[src/rtl/snake_pkg.sv]
// -----------------------------------------------------------------------------
// snake_pkg
// Shared encodings for the snake design: game state codes (also the value of
// the controller's `state` output) and fruit classes carried with food events.
// Used by the game flow controller, the scoreboard and the food logic.
// -----------------------------------------------------------------------------
package snake_pkg;

   // Game state encodings (legacy-compatible 2-bit codes)
   localparam logic [1:0] ST_IDLE    = 2'b00;
   localparam logic [1:0] ST_PLAYING = 2'b01;
   localparam logic [1:0] ST_RESPAWN = 2'b10;
   localparam logic [1:0] ST_OVER    = 2'b11;

   // Fruit classes qualifying a food_eaten pulse
   localparam logic [1:0] FRUIT_PLAIN  = 2'b00;
   localparam logic [1:0] FRUIT_GROW   = 2'b01;
   localparam logic [1:0] FRUIT_SHRINK = 2'b10;
   localparam logic [1:0] FRUIT_LIFE   = 2'b11;

   function automatic logic is_life_fruit(input logic [1:0] fruit);
      return fruit == FRUIT_LIFE;
   endfunction

endpackage

[src/rtl/game_flow_ctrl_if.sv]
// -----------------------------------------------------------------------------
// game_flow_ctrl_if
// Bundle between the collision/food detectors (master side) and the game flow
// controller (slave side), including the controller's outputs towards the
// scoreboard and snake motion logic.
//
// Signalling: there is no valid/ready handshake. Every event (collision,
// food_eaten, score_food, game_over) is a self-qualifying single-cycle pulse
// that the receiver must accept in the cycle it is high; fruit_type is only
// meaningful while food_eaten is high, score_fruit while score_food is high.
//
//   start_btn   : synchronised start button level (master -> ctrl)
//   collision   : 1-cycle pulse, snake hit wall/self (master -> ctrl)
//   food_eaten  : 1-cycle pulse from the food detector (master -> ctrl)
//   fruit_type  : fruit class of food_eaten (master -> ctrl)
//   state       : game state code (ctrl -> master)
//   lives       : remaining lives (ctrl -> master)
//   play_enable : snake motion enable, high only while playing
//   score_food  : gated food pulse to the scoreboard
//   score_fruit : fruit class accompanying score_food
//   game_over   : 1-cycle pulse to the scoreboard
// -----------------------------------------------------------------------------
interface game_flow_ctrl_if #(
   parameter int LIVES_W = 3
);
   logic               start_btn;
   logic               collision;
   logic               food_eaten;
   logic [1:0]         fruit_type;
   logic [1:0]         state;
   logic [LIVES_W-1:0] lives;
   logic               play_enable;
   logic               score_food;
   logic [1:0]         score_fruit;
   logic               game_over;

   modport master (
      output start_btn, collision, food_eaten, fruit_type,
      input  state, lives, play_enable, score_food, score_fruit, game_over
   );

   modport slave (
      input  start_btn, collision, food_eaten, fruit_type,
      output state, lives, play_enable, score_food, score_fruit, game_over
   );
endinterface

[src/rtl/game_flow_ctrl_respawn_timer.sv]
// -----------------------------------------------------------------------------
// respawn_timer
// Down-counter timing the RESPAWN phase. load_i presets the count to
// RESPAWN_CYCLES-1; en_i decrements it while non-zero. done_o is high when the
// count has reached zero, so load followed by RESPAWN_CYCLES-1 decrements
// gives exactly RESPAWN_CYCLES cycles of occupancy in the caller's state.
//
//   clk, rst_n : clock, asynchronous active-low reset (count clears to 0)
//   load_i     : preset count to RESPAWN_CYCLES-1 (wins over en_i)
//   en_i       : decrement enable
//   done_o     : count == 0
// -----------------------------------------------------------------------------
module respawn_timer #(
   parameter int RESPAWN_CYCLES = 16
) (
   input  logic clk,
   input  logic rst_n,
   input  logic load_i,
   input  logic en_i,
   output logic done_o
);
   localparam int CNT_W = (RESPAWN_CYCLES > 1) ? $clog2(RESPAWN_CYCLES) : 1;
   localparam logic [CNT_W-1:0] LOAD_VAL = CNT_W'(RESPAWN_CYCLES - 1);

   logic [CNT_W-1:0] count_q, count_d;

   always_comb begin
      count_d = count_q;
      if (load_i) begin
         count_d = LOAD_VAL;
      end else if (en_i && (count_q != '0)) begin
         count_d = count_q - CNT_W'(1);
      end
   end

   always_ff @(posedge clk or negedge rst_n) begin
      if (!rst_n) begin
         count_q <= '0;
      end else begin
         count_q <= count_d;
      end
   end

   assign done_o = (count_q == '0);

endmodule

[src/rtl/game_flow_ctrl.sv]
// -----------------------------------------------------------------------------
// game_flow_ctrl
// Top-level game sequencer: owns the game state (idle/playing/respawn/over)
// and the lives count, gates food events into the scoreboard and issues the
// single-cycle game_over pulse. All outputs are registered.
//
//   clk     : system clock
//   reset_n : asynchronous active-low reset
//   bus     : game_flow_ctrl_if.slave (detector inputs, scoreboard/motion
//             outputs; state output doubles as the FSM debug view)
// -----------------------------------------------------------------------------
module game_flow_ctrl
   import snake_pkg::*;
#(
   parameter int INIT_LIVES     = 3,
   parameter int MAX_LIVES      = 7,
   parameter int LIVES_W        = 3,
   parameter int RESPAWN_CYCLES = 16
) (
   input  logic            clk,
   input  logic            reset_n,
   game_flow_ctrl_if.slave bus
);
   localparam logic [LIVES_W-1:0] INIT_L = LIVES_W'(INIT_LIVES);
   localparam logic [LIVES_W-1:0] MAX_L  = LIVES_W'(MAX_LIVES);
   localparam logic [LIVES_W-1:0] ONE_L  = LIVES_W'(1);

   logic [1:0]         state_q, state_d;
   logic [LIVES_W-1:0] lives_q, lives_d;
   logic               play_en_q, play_en_d;
   logic               score_food_q, score_food_d;
   logic [1:0]         score_fruit_q, score_fruit_d;
   logic               game_over_q, game_over_d;
   logic               start_prev_q;
   logic               start_edge;
   logic               timer_load, timer_en, timer_done;

   assign start_edge = bus.start_btn & ~start_prev_q;

   respawn_timer #(.RESPAWN_CYCLES(RESPAWN_CYCLES)) u_respawn_timer (
      .clk    (clk),
      .rst_n  (reset_n),
      .load_i (timer_load),
      .en_i   (timer_en),
      .done_o (timer_done)
   );

   always_comb begin
      state_d       = state_q;
      lives_d       = lives_q;
      score_food_d  = 1'b0;
      score_fruit_d = score_fruit_q;   // holds last fruit between pulses
      game_over_d   = 1'b0;            // only ever high for one cycle
      timer_load    = 1'b0;
      timer_en      = 1'b0;

      case (state_q)
         ST_IDLE: begin
            if (start_edge) begin
               state_d = ST_PLAYING;
               lives_d = INIT_L;
            end
         end

         ST_PLAYING: begin
            // Collision has priority: a coincident food event is dropped.
            if (bus.collision) begin
               if (lives_q > ONE_L) begin
                  lives_d    = lives_q - ONE_L;
                  timer_load = 1'b1;
                  state_d    = ST_RESPAWN;
               end else begin
                  lives_d     = '0;
                  state_d     = ST_OVER;
                  game_over_d = 1'b1;   // lands in the first OVER cycle
               end
            end else if (bus.food_eaten) begin
               score_food_d  = 1'b1;
               score_fruit_d = bus.fruit_type;
               if (is_life_fruit(bus.fruit_type)) begin
                  lives_d = (lives_q >= MAX_L) ? MAX_L : lives_q + ONE_L;
               end
            end
         end

         ST_RESPAWN: begin
            if (timer_done) begin
               state_d = ST_PLAYING;
            end else begin
               timer_en = 1'b1;
            end
         end

         ST_OVER: begin
            if (start_edge) begin
               state_d = ST_PLAYING;
               lives_d = INIT_L;
            end
         end

         default: begin
            state_d = ST_IDLE;
         end
      endcase

      play_en_d = (state_d == ST_PLAYING);
   end

   always_ff @(posedge clk or negedge reset_n) begin
      if (!reset_n) begin
         state_q       <= ST_IDLE;
         lives_q       <= INIT_L;
         play_en_q     <= 1'b0;
         score_food_q  <= 1'b0;
         score_fruit_q <= FRUIT_PLAIN;
         game_over_q   <= 1'b0;
         // Reset to 1 so a button held through reset is not seen as a press.
         start_prev_q  <= 1'b1;
      end else begin
         state_q       <= state_d;
         lives_q       <= lives_d;
         play_en_q     <= play_en_d;
         score_food_q  <= score_food_d;
         score_fruit_q <= score_fruit_d;
         game_over_q   <= game_over_d;
         start_prev_q  <= bus.start_btn;
      end
   end

   assign bus.state       = state_q;
   assign bus.lives       = lives_q;
   assign bus.play_enable = play_en_q;
   assign bus.score_food  = score_food_q;
   assign bus.score_fruit = score_fruit_q;
   assign bus.game_over   = game_over_q;

endmodule

[src/flat_wrapper.sv]
// flat-port wrapper written by rule: the top's interface ports become plain ports
module game_flow_ctrl_flat import snake_pkg::*;
#(
   parameter int INIT_LIVES     = 3,
   parameter int MAX_LIVES      = 7,
   parameter int LIVES_W        = 3,
   parameter int RESPAWN_CYCLES = 16
)
  (clk, reset_n, bus_start_btn, bus_collision, bus_food_eaten, bus_fruit_type, bus_state, bus_lives, bus_play_enable, bus_score_food, bus_score_fruit, bus_game_over);
  game_flow_ctrl_if #(.LIVES_W(LIVES_W)) bus_i ();
  input  logic clk;
  input  logic reset_n;
  input wire logic [$bits(bus_i.start_btn)-1:0] bus_start_btn;
  input wire logic [$bits(bus_i.collision)-1:0] bus_collision;
  input wire logic [$bits(bus_i.food_eaten)-1:0] bus_food_eaten;
  input wire logic [$bits(bus_i.fruit_type)-1:0] bus_fruit_type;
  output wire logic [$bits(bus_i.state)-1:0] bus_state;
  output wire logic [$bits(bus_i.lives)-1:0] bus_lives;
  output wire logic [$bits(bus_i.play_enable)-1:0] bus_play_enable;
  output wire logic [$bits(bus_i.score_food)-1:0] bus_score_food;
  output wire logic [$bits(bus_i.score_fruit)-1:0] bus_score_fruit;
  output wire logic [$bits(bus_i.game_over)-1:0] bus_game_over;
  assign bus_i.start_btn = bus_start_btn;
  assign bus_i.collision = bus_collision;
  assign bus_i.food_eaten = bus_food_eaten;
  assign bus_i.fruit_type = bus_fruit_type;
  assign bus_state = bus_i.state;
  assign bus_lives = bus_i.lives;
  assign bus_play_enable = bus_i.play_enable;
  assign bus_score_food = bus_i.score_food;
  assign bus_score_fruit = bus_i.score_fruit;
  assign bus_game_over = bus_i.game_over;
  game_flow_ctrl #(.INIT_LIVES(INIT_LIVES), .MAX_LIVES(MAX_LIVES), .LIVES_W(LIVES_W), .RESPAWN_CYCLES(RESPAWN_CYCLES)) u_core (.clk(clk), .reset_n(reset_n), .bus(bus_i));
endmodule
[config.mk]
export PLATFORM = sky130hd
export DESIGN_NAME = game_flow_ctrl_flat
export DESIGN_NICKNAME = d
export VERILOG_FILES = /design/src/rtl/snake_pkg.sv /design/src/rtl/game_flow_ctrl_if.sv /design/src/rtl/game_flow_ctrl_respawn_timer.sv /design/src/rtl/game_flow_ctrl.sv /design/src/flat_wrapper.sv
export SDC_FILE = /design/constraint.sdc
export NUM_CORES = 1
export LEC_CHECK = 0
export CAP_MARGIN = 20
export CORE_AREA = 2 2 45 47
export DETAILED_ROUTE_END_ITERATION = 16
export DIE_AREA = 0 0 47 49
export PLACE_DENSITY_LB_ADDON = 0.2
export SETUP_SLACK_MARGIN = 0.1
export SLEW_MARGIN = 40
export SYNTH_ARGS = -nofsm -noshare
export SYNTH_HDL_FRONTEND = slang
export SYNTH_SLANG_ARGS = --single-unit
[constraint.sdc]
create_clock -name clk -period 2 [get_ports clk]
set_input_delay 0.2 -clock clk [delete_from_list [all_inputs] [get_ports clk]]
set_output_delay 0.2 -clock clk [all_outputs]
set_load 0.005 [all_outputs]
==> results.sh <==
export IMPL_status="complete, no violations"
export IMPL_dr_wl_met2_um=842
export IMPL_maxCapViolCount=0
export IMPL_critPathMaxStageDelay_ps=440
export IMPL_grt_pass1_vias=706
export IMPL_syn_avg_cell_area_um2=10.1
export IMPL_synth_top_area_frac=0.362
export IMPL_cp_arrival_ps=1930
export IMPL_period_share=0.858
export IMPL_fin_area_um2=1050
export IMPL_dp_cells=124
export IMPL_setup_viol=0
export IMPL_totalPowerFinal_mw=1.39
export IMPL_synthFlopType="dfrtp_1"
export IMPL_drive_gt1_frac=0.139
export IMPL_clkLatencyLatePin_ps=280
export IMPL_clk_pin_slew_worst_paths_ps=90
export IMPL_power_leakage_nw=0.459
export IMPL_fmax_ghz=0.582
export IMPL_yosysWarnings=0
export IMPL_grtUsageTotal=0.172
export IMPL_die_h_um=49
export IMPL_synth_async_sr_flop_share=1.00
export IMPL_cp_end_kind="register"
export IMPL_fill_cells=168
export IMPL_finalHoldViolations=0
export IMPL_routed_via_density=5.10
export IMPL_gp_congestion=0.810
export IMPL_hold_ws_ps=328
export IMPL_dr_first_iter_drc_count=11
export IMPL_rr_worst_depth=4
export IMPL_ys_top_cells_by_count="12 x dfrtp_1, 9 x nand2_1, 8 x inv_1"
export IMPL_port_buffers=16
export IMPL_layout_cells_non_filler=128
export IMPL_max_vdd_ir_drop_v=0.000686
export IMPL_p_seq_frac=0.364
export IMPL_synth_xor_area_share=0.0422
export IMPL_finalNetCount=115
export IMPL_multiInputGateArea_um2=410
export IMPL_grt_max_degree=16
export IMPL_start_util=0.450
export IMPL_final_setup_worst_slack_ps=283
export IMPL_post_cts_setup_buffers=0
export IMPL_yosysUniqueCellTypes=32
export IMPL_syn_num_nets=95
export IMPL_root_buffer="clkbuf_4"
export IMPL_syn_instance_count=82
export IMPL_setup_tns_ps=0
export IMPL_skew_ps=4.10
export IMPL_place_area_um2=1020
export IMPL_synth_area_leaders="dfrtp_1 36%, dfstp_2 9.5%, ha_1 9.0%"
export IMPL_synthSimpleGateAreaFrac=0.166
export IMPL_area_delta_synth_final_pct=26.2
export IMPL_power_frac_comb=0.511
export IMPL_intPower_mw=0.866
export IMPL_overflow=0
export IMPL_synth_adder_area_share=0.0905
export IMPL_post_dp_hpwl_mm=1.20
export IMPL_start_kind="register"
export IMPL_critPathMaxFanout=6
export IMPL_grt_pass1_wl_mm=2.95
export IMPL_cp_slowest_cell="or3b_1"
export IMPL_relSlewSlack=0.536
export IMPL_synth_compound_area_frac=0.169
export IMPL_critPathKind="register to register"
export IMPL_slew_viol_final=0
export IMPL_die_w_um=47
export IMPL_ctsHoldBuffers=0
export IMPL_die_area_um2=2300
export IMPL_drtAntennaViolNets=0
export IMPL_ys_ff_latch=15
export IMPL_synth_edf_count=0
export IMPL_finish_utilization=0.569
export IMPL_rsz0062_at_grt="false"
export IMPL_cts_sinks=15
export IMPL_first_pass_iters=4
export IMPL_synth_most_common_cell="dfrtp_1"
export IMPL_power_density_nw_per_um2=1320
export IMPL_htreeDepth=1
export IMPL_synthMuxAreaShare=0.0271
export IMPL_cts_resized_gates=0
export IMPL_hold_path_class="primary input to asynchronous set/reset pin"
export IMPL_swShare=0.375
export IMPL_numCtsBuffers=3
export IMPL_row_count=16
export IMPL_cp_data_required_time_ps=2220
export IMPL_dp_slack_ps=306
export IMPL_startpoint="u_core.bus.state[0]"
export IMPL_io_pins=17
export IMPL_max_slew_worst_pin_slew_ps=693
export IMPL_clk_path_buf_depth=2
export IMPL_top_layer_used="met4"
export IMPL_post_route_drc_count=0
export IMPL_finalWirelength_mm=1.64
export IMPL_synthesis_area_um2=830
export IMPL_met3_length_um=71
export IMPL_core_um2=1840
export IMPL_wl_per_cell_um=12.8
export IMPL_seq_area_um2=379
export IMPL_power_frac_clock=0.125
export IMPL_synth_largest_area_cell="dfrtp_1"
export IMPL_ys_seq_area_frac=0.457
export IMPL_synth_top_family_by_area="compound AO/OA/AOI/OAI gates"
export IMPL_routed_via_count=653
export IMPL_period_minus_slack_ps=1720
export IMPL_p_sw_mw=0.519
export IMPL_r2r_start="u_core.bus.state[0]"
export IMPL_met1_length_um=715
export IMPL_grt_antenna_before_repair=0
export IMPL_crit_chain="inv_1, ha_1, or3b_1, o32a_1"
export IMPL_n_antenna_cell=0
export IMPL_cts_tree="built"
-- power by group through the flow --
| stage | Combinational, mW | Clock [mW] | Sequential [mW] |
|---|---|---|---|
| after floorplan | 0.451 | 0 | 0.502 |
| after global placement | 0.687 | 0 | 0.506 |
| after detailed placement | 0.701 | 0 | 0.509 |
| after CTS | 0.715 | 0.177 | 0.505 |
| after global routing | 0.795 | 0.198 | 0.520 |
| final | 0.707 | 0.173 | 0.504 |
-- state kept, by name, indices dropped and copies added (netlist names) --
register / flops
u_core.start_prev_q: 1
u_core.bus.state: 2
u_core.bus.score_fruit: 2
u_core.u_respawn_timer.count_q: 4
u_core.bus.game_over: 1
u_core.bus.score_food: 1
u_core.bus.lives: 3
u_core.bus.play_enable: 1
-- cell families after synthesis --
logic type | after synthesis
muxes | 2
adders and majority gates | 6
buffers and inverters | 10
DFF | 15
AOI/OAI and AO/OA | 20
xor gates and xnor gates | 4
and+or+nand+nor | 25
-- cells in the final DEF (no fill, tap or decap), types with 2 or more instances in the layout --
master	netlist	final
clkdlybuf4s50_1	0	16
dfrtp_1	12	12
nand2_1	9	9
inv_1	8	8
ha_1	6	6
a21oi_1	5	5
a31oi_1	3	3
nand3_1	3	3
clkbuf_4	0	3
dfstp_2	3	3
nand2b_1	2	2
nor2_1	2	2
o211ai_1	2	2
nor3_1	2	2
xor2_1	2	2
mux2_2	2	2
xnor2_1	2	2
o21ai_0	2	2
-- critical path: cells and delay by family, from the launching register on --
| kind | cells | cell delay [ps] |
|---|---|---|
| adders and majority gates | 1 | 370 |
| buffers and inverters | 1 | 90 |
| DFF | 1 | 400 |
| and+or+nand+nor | 1 | 440 |
| AOI/OAI and AO/OA | 1 | 350 |
-- final cells by class --
type                    count  area share
flip-flops and latches     15       0.362
multi-input cells          57       0.392
clock buffers               4      0.0251
repair buffers             17       0.160
well taps                  27      0.0323
inverters                   8      0.0287
-- final timing paths --
kind                                        endpoint  slack [ps]
max                              u_core.bus.lives[0]         280
min reg2reg                u_core.bus.score_fruit[1]         520
max in group asynchronous      u_core.bus.score_food        1230
max reg2reg                      u_core.bus.lives[0]         280
min in group clk                 u_core.start_prev_q         360
min                             u_core.bus.game_over         330
-- routing by layer --
metal | track usage | vias to the layer above
li1 | - | 328
met1 | 0.215 | 308
met2 | 0.281 | 15
met3 | 0.0444 | 2
met4 | 0.0509 | 0
met5 | 0 | -
Power figures use the tool's default switching activity.
